### config.mk
export PLATFORM = sky130hd
export DESIGN_NAME = if_fetch_unit
export DESIGN_NICKNAME = d
export VERILOG_FILES = /design/src/rtl/if_fetch_unit.sv
export SDC_FILE = /design/constraint.sdc
export NUM_CORES = 1
export LEC_CHECK = 0
export CORE_MARGIN = 2
export CORE_UTILIZATION = 55
export DETAILED_ROUTE_END_ITERATION = 8
export GPL_TIMING_DRIVEN = 0
export PLACE_DENSITY = 0.89
export SLEW_MARGIN = 20
export SYNTH_ARGS = -nofsm -noshare
export SYNTH_HDL_FRONTEND = slang
export SYNTH_SLANG_ARGS = --single-unit
### constraint.sdc
create_clock -name clk -period 6.7 [get_ports clk]
set_input_delay 1.005 -clock clk [delete_from_list [all_inputs] [get_ports clk]]
set_output_delay 1.005 -clock clk [all_outputs]
set_load 0.01 [all_outputs]
### src/rtl/if_fetch_unit.sv
// Instruction-fetch front end: owns the PC, drives a req/ack instruction
// memory port, prefetches into a small circular queue and presents the
// queue head to the IF/ID register. Redirects squash queued and in-flight
// fetches.
module if_fetch_unit #(
  parameter logic [31:0] RESET_PC = 32'h0000_0000,
  parameter int unsigned DEPTH    = 2
) (
  input  logic        clk,
  input  logic        rst,
  input  logic [1:0]  HzCtrl,
  input  logic        redirect_valid,
  input  logic [31:0] redirect_pc,
  output logic        imem_req,
  output logic [31:0] imem_addr,
  input  logic        imem_ack,
  input  logic [31:0] imem_rdata,
  output logic [31:0] PC4,
  output logic [31:0] Inst,
  output logic        fetch_valid
);

  localparam int unsigned PW = (DEPTH > 1) ? $clog2(DEPTH) : 1;
  localparam int unsigned CW = $clog2(DEPTH + 1);

  typedef enum logic [1:0] {IDLE, BUSY, KILL} state_t;

  state_t         state, state_nxt;
  logic [31:0]    pc, pc_nxt;
  logic [31:0]    redirect_base;
  logic [31:0]    q_pc4  [DEPTH];
  logic [31:0]    q_inst [DEPTH];
  logic [PW-1:0]  rd_ptr, wr_ptr;
  logic [CW-1:0]  count, count_after;
  logic           consume, push, pop;

  function automatic logic [PW-1:0] ptr_inc(input logic [PW-1:0] p);
    return (p == PW'(DEPTH - 1)) ? '0 : p + PW'(1);
  endfunction

  assign redirect_base = redirect_pc & ~32'h0000_0003;
  assign consume       = (HzCtrl == 2'b00) || (HzCtrl == 2'b01);

  // Next-state, next-pc and queue push/pop decisions; redirect dominates.
  always_comb begin
    state_nxt   = state;
    pc_nxt      = pc;
    push        = 1'b0;
    pop         = consume && (count != '0) && !redirect_valid;
    count_after = count;
    case (state)
      IDLE: begin
        if (redirect_valid)
          pc_nxt = redirect_base;
        else if (count < CW'(DEPTH))
          state_nxt = BUSY;
      end
      BUSY: begin
        if (redirect_valid) begin
          pc_nxt    = redirect_base;
          state_nxt = imem_ack ? IDLE : KILL;
        end else if (imem_ack) begin
          push        = 1'b1;
          pc_nxt      = pc + 32'd4;
          count_after = count + CW'(1) - CW'(pop);
          state_nxt   = (count_after < CW'(DEPTH)) ? BUSY : IDLE;
        end
      end
      KILL: begin
        // The outstanding ack is dropped; a later redirect only moves pc.
        if (redirect_valid)
          pc_nxt = redirect_base;
        if (imem_ack)
          state_nxt = IDLE;
      end
      default: state_nxt = IDLE;
    endcase
  end

  // FSM state register.
  always_ff @(posedge clk or posedge rst) begin
    if (rst)
      state <= IDLE;
    else
      state <= state_nxt;
  end

  // PC and queue bookkeeping; a redirect empties the queue outright.
  always_ff @(posedge clk or posedge rst) begin
    if (rst) begin
      pc     <= RESET_PC;
      rd_ptr <= '0;
      wr_ptr <= '0;
      count  <= '0;
    end else begin
      pc <= pc_nxt;
      if (redirect_valid) begin
        rd_ptr <= '0;
        wr_ptr <= '0;
        count  <= '0;
      end else begin
        if (pop)
          rd_ptr <= ptr_inc(rd_ptr);
        if (push)
          wr_ptr <= ptr_inc(wr_ptr);
        count <= count + CW'(push) - CW'(pop);
      end
    end
  end

  // Queue storage; contents only matter while counted as valid.
  always_ff @(posedge clk) begin
    if (push) begin
      q_pc4[wr_ptr]  <= pc + 32'd4;
      q_inst[wr_ptr] <= imem_rdata;
    end
  end

  assign imem_req    = (state == BUSY);
  assign imem_addr   = pc;
  assign fetch_valid = (count != '0);
  assign PC4         = fetch_valid ? q_pc4[rd_ptr]  : '0;
  assign Inst        = fetch_valid ? q_inst[rd_ptr] : '0;

endmodule

## Word level (Yosys, flattened, before mapping)

Memory sizes are Yosys's and may differ from the RTL's.
Cells that the tools add are included.

- Add/sub/neg operators: 7
- Order comparisons: 2
- Equality and inequality tests: 8
- Muxes and demuxes: 26
- Reduce and logical (&&, ||, !) cells: 13

Operator list:

| cell | number |
|---|---|
| 32-bit two-way mux | 5 |
| 32-bit one-hot mux with 2 select lines | 1 |
| 32-bit by 3-bit adder with 32-bit output, second input constant | 1 |
| 2-bit two-way mux | 7 |
| 1-bit two-way mux | 12 |
| 2-bit nonzero test | 4 |
| 2-bit != test, second input constant | 3 |
| 2-bit one-hot mux with 3 select lines | 1 |
| 2-bit by 1-bit equality test with 1-bit output, second input constant | 2 |
| 2-bit zero test | 2 |
| 2-bit < comparator, second input constant | 2 |
| 4-bit AND reduction | 1 |
| 2-bit by 1-bit subtractor with 2-bit output | 2 |
| 3-bit by 2-bit != test with 1-bit output, second input constant | 1 |
| 3-bit AND reduction | 1 |
| 1-bit adder, second input constant | 2 |
| 2-bit by 1-bit adder with 2-bit output | 1 |
| 2-bit by 1-bit adder with 2-bit output, second input constant | 1 |
| 2-bit equality test, second input constant | 1 |
| 1-bit logical AND | 2 |
| 2-bit by 1-bit != test with 1-bit output, second input constant | 1 |
| 2-bit OR reduction | 1 |
| 1-bit zero test | 1 |
| 1-bit logical OR | 1 |

- Flip-flop bits (word level): 38
- Memory bits (writable): 128
- Input port bits: 70
- Output and inout port bits: 98
- Logic and storage cells: 63
- Memories kept: 2

Memories:

| memory | depth | width | rd ports | clocked after memory_dff | wr ports | RTL line | RTL |
|---|---|---|---|---|---|---|---|
| q_inst | 2 | 32 | 1 | 0 | 1 | 32 | `logic [31:0] q_inst [DEPTH];` |
| q_pc4 | 2 | 32 | 1 | 0 | 1 | 31 | `logic [31:0] q_pc4 [DEPTH];` |

## Logic depth before layout (Yosys ltp)

Gate-level depths: netlist (run 1).

- Word-level depth: 10
- Gate-level depth with buffers: 9
- Gate-level depth less buffers: 7

## Worst setup path before layout (run 1)

OpenSTA, ideal clock, no wires.

- Path type: input port to flip-flop
- From: input port redirect_valid
- To: memory q_inst[0][0], enable pin
- Arrival time: 3913 ps
- Setup slack: 2305 ps
- Stages: 3
- Cell sequence: nand4bb_1 clkbuf_1 nor2_1

- Cells in the longest elaborated chain, start to end: 4

RTL lines:

| what | RTL line | RTL |
|---|---|---|
| start: declaration | 12 | `input logic redirect_valid,` |
| 1-bit two-way mux | 59 | `if (redirect_valid) begin` |
| 1-bit two-way mux | 51 | `case (state)` |
| 1-bit two-way mux | 113 | `if (push) begin` |
| 1-bit two-way mux (not written as such) | 115 | `q_inst[wr_ptr] <= imem_rdata;` |
| end: declaration | 32 |  |

Every way passes these cells.

## Worst setup path in the final report (run 1)

- From: register rd_ptr
- To: output port Inst[16]

- Cells in the longest elaborated chain, start to end: 2

RTL lines:

| what | RTL line | RTL |
|---|---|---|
| start: declaration | 33 | `logic [PW-1:0] rd_ptr, wr_ptr;` |
| start signal: assignment | 103 | `rd_ptr <= ptr_inc(rd_ptr);` |
| memory read 2 x 32 bit | -- |  |
| 32-bit two-way mux | 123 | `assign Inst = fetch_valid ? q_inst[rd_ptr] : '0;` |
| end: declaration | 19 | `output logic [31:0] Inst,` |

Every way passes these cells.

==> flow_metrics.env, run 1 <==
export IMPL_grt_max_degree=33
export IMPL_synth_edf_count=124
export IMPL_area_delta_synth_final_pct=34.1
export IMPL_r2r_start="state[0]"
export IMPL_core_area_um2=13200
export IMPL_fp_dieH_um=120
export IMPL_finalWorstPathRequiredPeriod_ns=3.74
export IMPL_place_area_um2=9370
export IMPL_fillers=858
export IMPL_fin_ws_ns=2.96
export IMPL_slew_headroom_pct=44.8
export IMPL_switching_share_pct=27.6
export IMPL_slew_violations=0
export IMPL_die_x_um=120
export IMPL_num_rows=42
export IMPL_drcViolationCount=0
export IMPL_max_freq_ghz=0.268
export IMPL_crit_arrival_ns=2.73
export IMPL_wl_per_cell_um=19.3
export IMPL_use_met3_pct=6.60
export IMPL_grt_pass1_vias=5622
export IMPL_final_setup_viol_count=0
export IMPL_io_pins=168
export IMPL_yosysSeqAreaShare_pct=62.2
export IMPL_final_cell_area_um2=9980
export IMPL_end_kind="primary output"
export IMPL_grt_pass1_wl_um=29300
export IMPL_met2_usage_pct=42.4
export IMPL_drtIter0Drc=513
export IMPL_cts_setup_buffers=0
export IMPL_synth_seq_cells=160
export IMPL_nets=845
export IMPL_cts_sinks=160
export IMPL_h_tree_depth=4
export IMPL_seqPwrFrac_pct=43.5
export IMPL_clkPwrFrac_pct=35.5
export IMPL_vias=5646
export IMPL_path_clk_slew_ns=0.06
export IMPL_required_ns=5.69
export IMPL_clockRootBuffer="clkbuf_16"
export IMPL_cts_repair_resize_count=0
export IMPL_ys_async_sr_fraction_pct=22.5
export IMPL_fin_util_pct=75.3
export IMPL_dp_hpwl_um=12700
export IMPL_peakVddDrop_uv=138
export IMPL_finalCritPeriodShare_pct=55.8
export IMPL_antenna_found_initial=0
export IMPL_insertion_delay_ns=0.42
export IMPL_drive_above_1_share_pct=8.66
export IMPL_cts_hold_buffers=0
export IMPL_viasPerCell=5.88
export IMPL_start_util_pct=56.2
export IMPL_setup_tns_ns=0
export IMPL_p_int_mw=2.03
export IMPL_p_sw_uw=774
export IMPL_synth_cell_type_count=54
export IMPL_postRouteAntennaNets=0
export IMPL_busiest_layer="met2"
export IMPL_yosysWarnings=0
export IMPL_hp_start="state[1]"
export IMPL_place_congestion=0.908
export IMPL_status="finished, final reports clean"
export IMPL_die_area_um2=14500
export IMPL_firstDrtPassIters=7
export IMPL_rsz0062_at_grt="no"
export IMPL_ys_flop_type="edfxtp_1"
export IMPL_clockBufferDepth=2
export IMPL_syn_inst=586
export IMPL_startpoint_type="flop"
export IMPL_met1_usage_pct=34.8
export IMPL_io_buffers=160
export IMPL_final_hold_viol_count=0
export IMPL_syn_area_per_cell_um2=12.7
export IMPL_syn_area_um2=7440
export IMPL_powerDensity_nw_per_um2=281
export IMPL_skew_ns=0.00785
export IMPL_combPwrFrac_pct=21.0
export IMPL_cts_buffers=17
export IMPL_cp_max_fo=10
export IMPL_cts_tree="yes"
export IMPL_drt_total_wl_um=18500
export IMPL_startpoint="rd_ptr"
export IMPL_leakagePower_nw=3.53
export IMPL_dp_slack_ns=2.94
export IMPL_maxCapViolCount=0
export IMPL_worstSetupPathType="reg -> out"
export IMPL_gr_total_overflow=0
export IMPL_worst_slew_pin_slew_ns=0.822
export IMPL_n_antenna_cell=0
export IMPL_hold_class="reg -> reg"
export IMPL_track_usage_pct=26.6
[registers in the layout (all words and copies together) (netlist names)]
name / flops
count: 2
q_inst: 64
state: 2
imem_addr: 30
rd_ptr: 1
q_pc4: 60
wr_ptr: 1
[per-layer routing]
layer  vias to the layer above  share of wire [%]
met5                         -                  0
met1                      2703                 39
li1                       2574                  -
met4                         0                2.7
met2                       325                 49
met3                        44                8.8
[synthesized netlist by cell type (all sizes together), types with 5 or more instances]
master   number  area share (%)
edfxtp      124              50
nor2         83             4.2
mux2i        66             8.9
dfrtp        36              12
buf          30             2.2
nand2        29             1.5
and3         16             1.3
clkbuf       16            0.81
xnor2        16             1.9
nand3        15             1.1
xor2         14             1.6
o21ai        12            0.81
a21oi        11            0.74
nand4        10             1.0
a32o          9             1.2
nor3          8            0.54
a32oi         7            0.82
a31oi         6            0.50
and4          6            0.71
inv           6            0.30
and2          5            0.42
nor2b         5            0.42
o211ai        5            0.50
o2bb2ai       5            0.59
[area by class of cell]
| type | count | area (um2) | area share (%) |
|---|---|---|---|
| tap | 176 | 220 | 2.21 |
| multi-input combinational | 377 | 2590 | 26.0 |
| timing repair buffer | 164 | 1690 | 16.9 |
| inverter | 6 | 22.5 | 0.226 |
| clock inverter | 15 | 180 | 1.81 |
| sequential | 160 | 4620 | 46.4 |
| clock buffer | 17 | 425 | 4.26 |
| buffer | 46 | 221 | 2.22 |
[cell families (layout without fill, tap and decap cells)]
kind of cell | after synthesis | after routing | synth area share (%)
buffers and inverters | 52 | 248 | 3.28
other | 1 | 4 | 0.0504
multiplexers | 66 | 66 | 8.88
AO/OA/AOI/OAI | 80 | 80 | 8.07
flip-flops | 160 | 160 | 62.2
XOR/XNOR | 30 | 30 | 3.53
adder cells (fa/ha/maj) | 3 | 3 | 0.505
AND/OR/NAND/NOR | 194 | 194 | 13.5
[worst paths after layout]
path	depth (start not counted)	slack [ns]	to
max in group asynchronous	3	5.39	imem_addr[30]
worst max register to register	6	3.96	q_inst[1][24]
worst max-delay path	5	2.96	Inst[16]
min in group asynchronous	2	0.86	imem_addr[14]
worst min register to register	1	0.53	state[0]
worst min-delay path	1	0.53	state[0]
[stage by stage]
stage	hold slack, ns	cells	power [mW]
after floorplan	0.476	589	1.53
after global placement	0.496	925	1.80
after CTS	0.533	961	2.81
after global routing	0.592	961	2.92
final	0.535	961	2.81
after detailed placement	0.524	929	1.82
[power groups by stage]
stage	Sequential [mW]	Combinational, mW	Clock, mW
floorplan	1.24	0.288	0
global placement	1.24	0.561	0
detailed placement	1.24	0.585	0
CTS	1.22	0.591	1.01
global route	1.23	0.635	1.05
finish	1.22	0.590	0.997
[critical path: stages (launching register included)]
cell             delay [ns]
dfrtp_1                0.33
clkbuf_1               0.44
buf_1                  0.62
mux2i_1                0.22
nor2_1                 0.15
clkdlybuf4s50_1        0.55
[cells in the final DEF (no fill, tap or decap), types with 6 or more instances in the layout]
cell type	n
a21oi_1	11
a31oi_1	6
a32o_1	9
a32oi_1	7
and3_1	15
and4_1	6
buf_1	11
buf_2	12
clkbuf_1	16
clkbuf_16	17
clkdlybuf4s50_1	160
dfrtp_1	36
edfxtp_1	124
inv_6	6
mux2i_1	66
nand2_1	29
nand3_1	13
nand4_1	9
nor2_1	82
nor3_1	8
o21ai_0	12
xnor2_1	16
xor2_1	14
Power figures use the tool's default switching activity.
==> run 2, diff against run 1 <==
Settings changed: CORE_UTILIZATION 55 to 51, PLACE_DENSITY 0.89 to 0.84.
Clock period 6.7 ns to 3.71 ns, I/O delays scaled along.
==> run 2 against run 1 <==
Combinational power up 80%; routed wire length down 0.95%; sequential cell count unchanged; sequential power up 81%; count of clock-buffer cells in the layout up 4; non-clock buffer count unchanged; cell count up 0.73%; largest cell class unchanged.
==> flow_metrics.env, run 2 (synthesized netlist as in run 1, its figures left out) <==
export IMPL_status="finished, final reports clean"
export IMPL_vias=5577
export IMPL_switching_share_pct=26.3
export IMPL_clkPwrFrac_pct=35.6
export IMPL_mostFrequentLayoutCells="clkdlybuf4s50_1, edfxtp_1, nor2_1"
export IMPL_crit_arrival_ns=2.76
export IMPL_area_delta_synth_final_pct=34.3
export IMPL_leakagePower_nw=3.53
export IMPL_skew_ns=0.00846
export IMPL_track_usage_pct=23.7
export IMPL_place_area_um2=9380
export IMPL_cts_buffers=17
export IMPL_dp_hpwl_um=12800
export IMPL_grt_max_degree=43
export IMPL_clockBufferDepth=2
export IMPL_seqPwrFrac_pct=43.4
export IMPL_die_x_um=125
export IMPL_maxCapViolCount=0
export IMPL_slew_headroom_pct=45.7
export IMPL_peakVddDrop_uv=296
export IMPL_met1_usage_pct=30.2
export IMPL_drt_total_wl_um=18300
export IMPL_cts_tree="yes"
export IMPL_start_util_pct=51.8
export IMPL_core_area_um2=14400
export IMPL_top_register="q_inst"
export IMPL_cts_hold_buffers=0
export IMPL_startpoint_type="flop"
export IMPL_firstDrtPassIters=6
export IMPL_grt_pass1_vias=5632
export IMPL_slew_violations=0
export IMPL_worst_slew_pin_slew_ns=0.807
export IMPL_place_congestion=0.905
export IMPL_wl_per_cell_um=18.9
export IMPL_p_sw_mw=1.33
export IMPL_powerDensity_nw_per_um2=508
export IMPL_path_clk_slew_ns=0.06
export IMPL_drive_above_1_share_pct=8.29
export IMPL_multi_input_area_um2=2590
export IMPL_fillers=1002
export IMPL_cts_repair_resize_count=0
export IMPL_nets=845
export IMPL_hold_class="in -> async"
export IMPL_cts_sinks=160
export IMPL_h_tree_depth=4
export IMPL_dp_slack_ns=0.367
export IMPL_r2r_start="state[0]"
export IMPL_io_pins=168
export IMPL_n_antenna_cell=0
export IMPL_io_buffers=160
export IMPL_drcViolationCount=0
export IMPL_fin_ws_ns=0.392
export IMPL_cp_max_fo=10
export IMPL_finalWorstPathRequiredPeriod_ns=3.32
export IMPL_antenna_found_initial=0
export IMPL_combPwrFrac_pct=20.9
export IMPL_seqCellArea_um2=4620
export IMPL_startpoint="rd_ptr"
export IMPL_gr_total_overflow=0
export IMPL_p_int_mw=3.74
export IMPL_max_freq_ghz=0.301
export IMPL_drtIter0Drc=484
export IMPL_viasPerCell=5.76
export IMPL_insertion_delay_ns=0.42
export IMPL_final_cell_area_um2=9990
export IMPL_cts_setup_buffers=0
export IMPL_largest_reg_flops=64
export IMPL_met2_usage_pct=38.9
export IMPL_grt_pass1_wl_um=29000
export IMPL_die_area_um2=15600
export IMPL_final_common_cell="clkdlybuf4s50_1"
export IMPL_finalCritPeriodShare_pct=89.4
export IMPL_postRouteAntennaNets=0
export IMPL_final_setup_viol_count=0
export IMPL_fp_dieH_um=125
export IMPL_use_met3_pct=4.77
export IMPL_final_hold_viol_count=0
export IMPL_num_rows=44
export IMPL_end_kind="primary output"
export IMPL_clockRootBuffer="clkbuf_16"
export IMPL_rsz0062_at_grt="no"
export IMPL_busiest_layer="met2"
export IMPL_required_ns=3.15
export IMPL_worstSetupPathType="reg -> out"
==> run 2: critical path: stages, from the launching register on <==
cell and delay [ns]:
dfrtp_1 0.32, clkbuf_1 0.52, buf_1 0.63, mux2i_1 0.16, nor2_1 0.14, clkdlybuf4s50_1 0.57
==> run 2: final cells by class <==
type	count	area share (%)
repair buffers	164	16.9
plain buffers	46	2.22
multi-input cells	377	26.0
flip-flops and latches	160	46.3
clock buffers	21	4.51
inverters	6	0.225
well taps	184	2.30
clock inverters	10	1.60
==> run 2: power groups by stage <==
stage	combinational (mW)	sequential [mW]	clock (mW)
6_report	1.06	2.21	1.81
5_1_grt	1.14	2.22	1.90
4_1_cts	1.07	2.20	1.83
3_5_place_dp	1.06	2.24	0
3_3_place_gp	1.02	2.23	0
2_1_floorplan	0.521	2.23	0
==> run 2: metrics by stage <==
stage / util (%) / TNS (ns) / total power [mW] / hold slack (ns) / std cells
2_1_floorplan: - / 0 / 2.75 / 0.484 / 589
3_3_place_gp: 64.6 / -106.71 / 3.25 / 0.504 / 933
3_5_place_dp: 65.3 / 0 / 3.29 / 0.543 / 937
4_1_cts: 69.5 / 0 / 5.10 / 0.401 / 968
5_1_grt: 69.5 / 0 / 5.26 / 0.441 / 968
6_report: 69.5 / 0 / 5.08 / 0.408 / 968
==> run 2: worst paths after layout <==
path	cells after the start	slack [ns]	endpoint
max	5	0.39	Inst[12]
min	2	0.41	state[0]
max reg2reg	6	1.03	q_pc4[1][21]
min reg2reg	1	0.55	state[0]
max in group asynchronous	3	2.85	imem_addr[2]
min in group clk	1	0.55	state[0]
==> run 2: per-layer routing <==
layer / part of all wire [%] / vias up
met3: 7.7 / 45
li1: - / 2551
met4: 2.9 / 0
met5: 0 / -
met2: 50 / 305
met1: 40 / 2676
==> run 3, diff against run 2 <==
Settings changed: SETUP_SLACK_MARGIN set to 0.02.
==> results of run 3 <==
The final DEF is identical to that of run 2; final timing and power are the same.
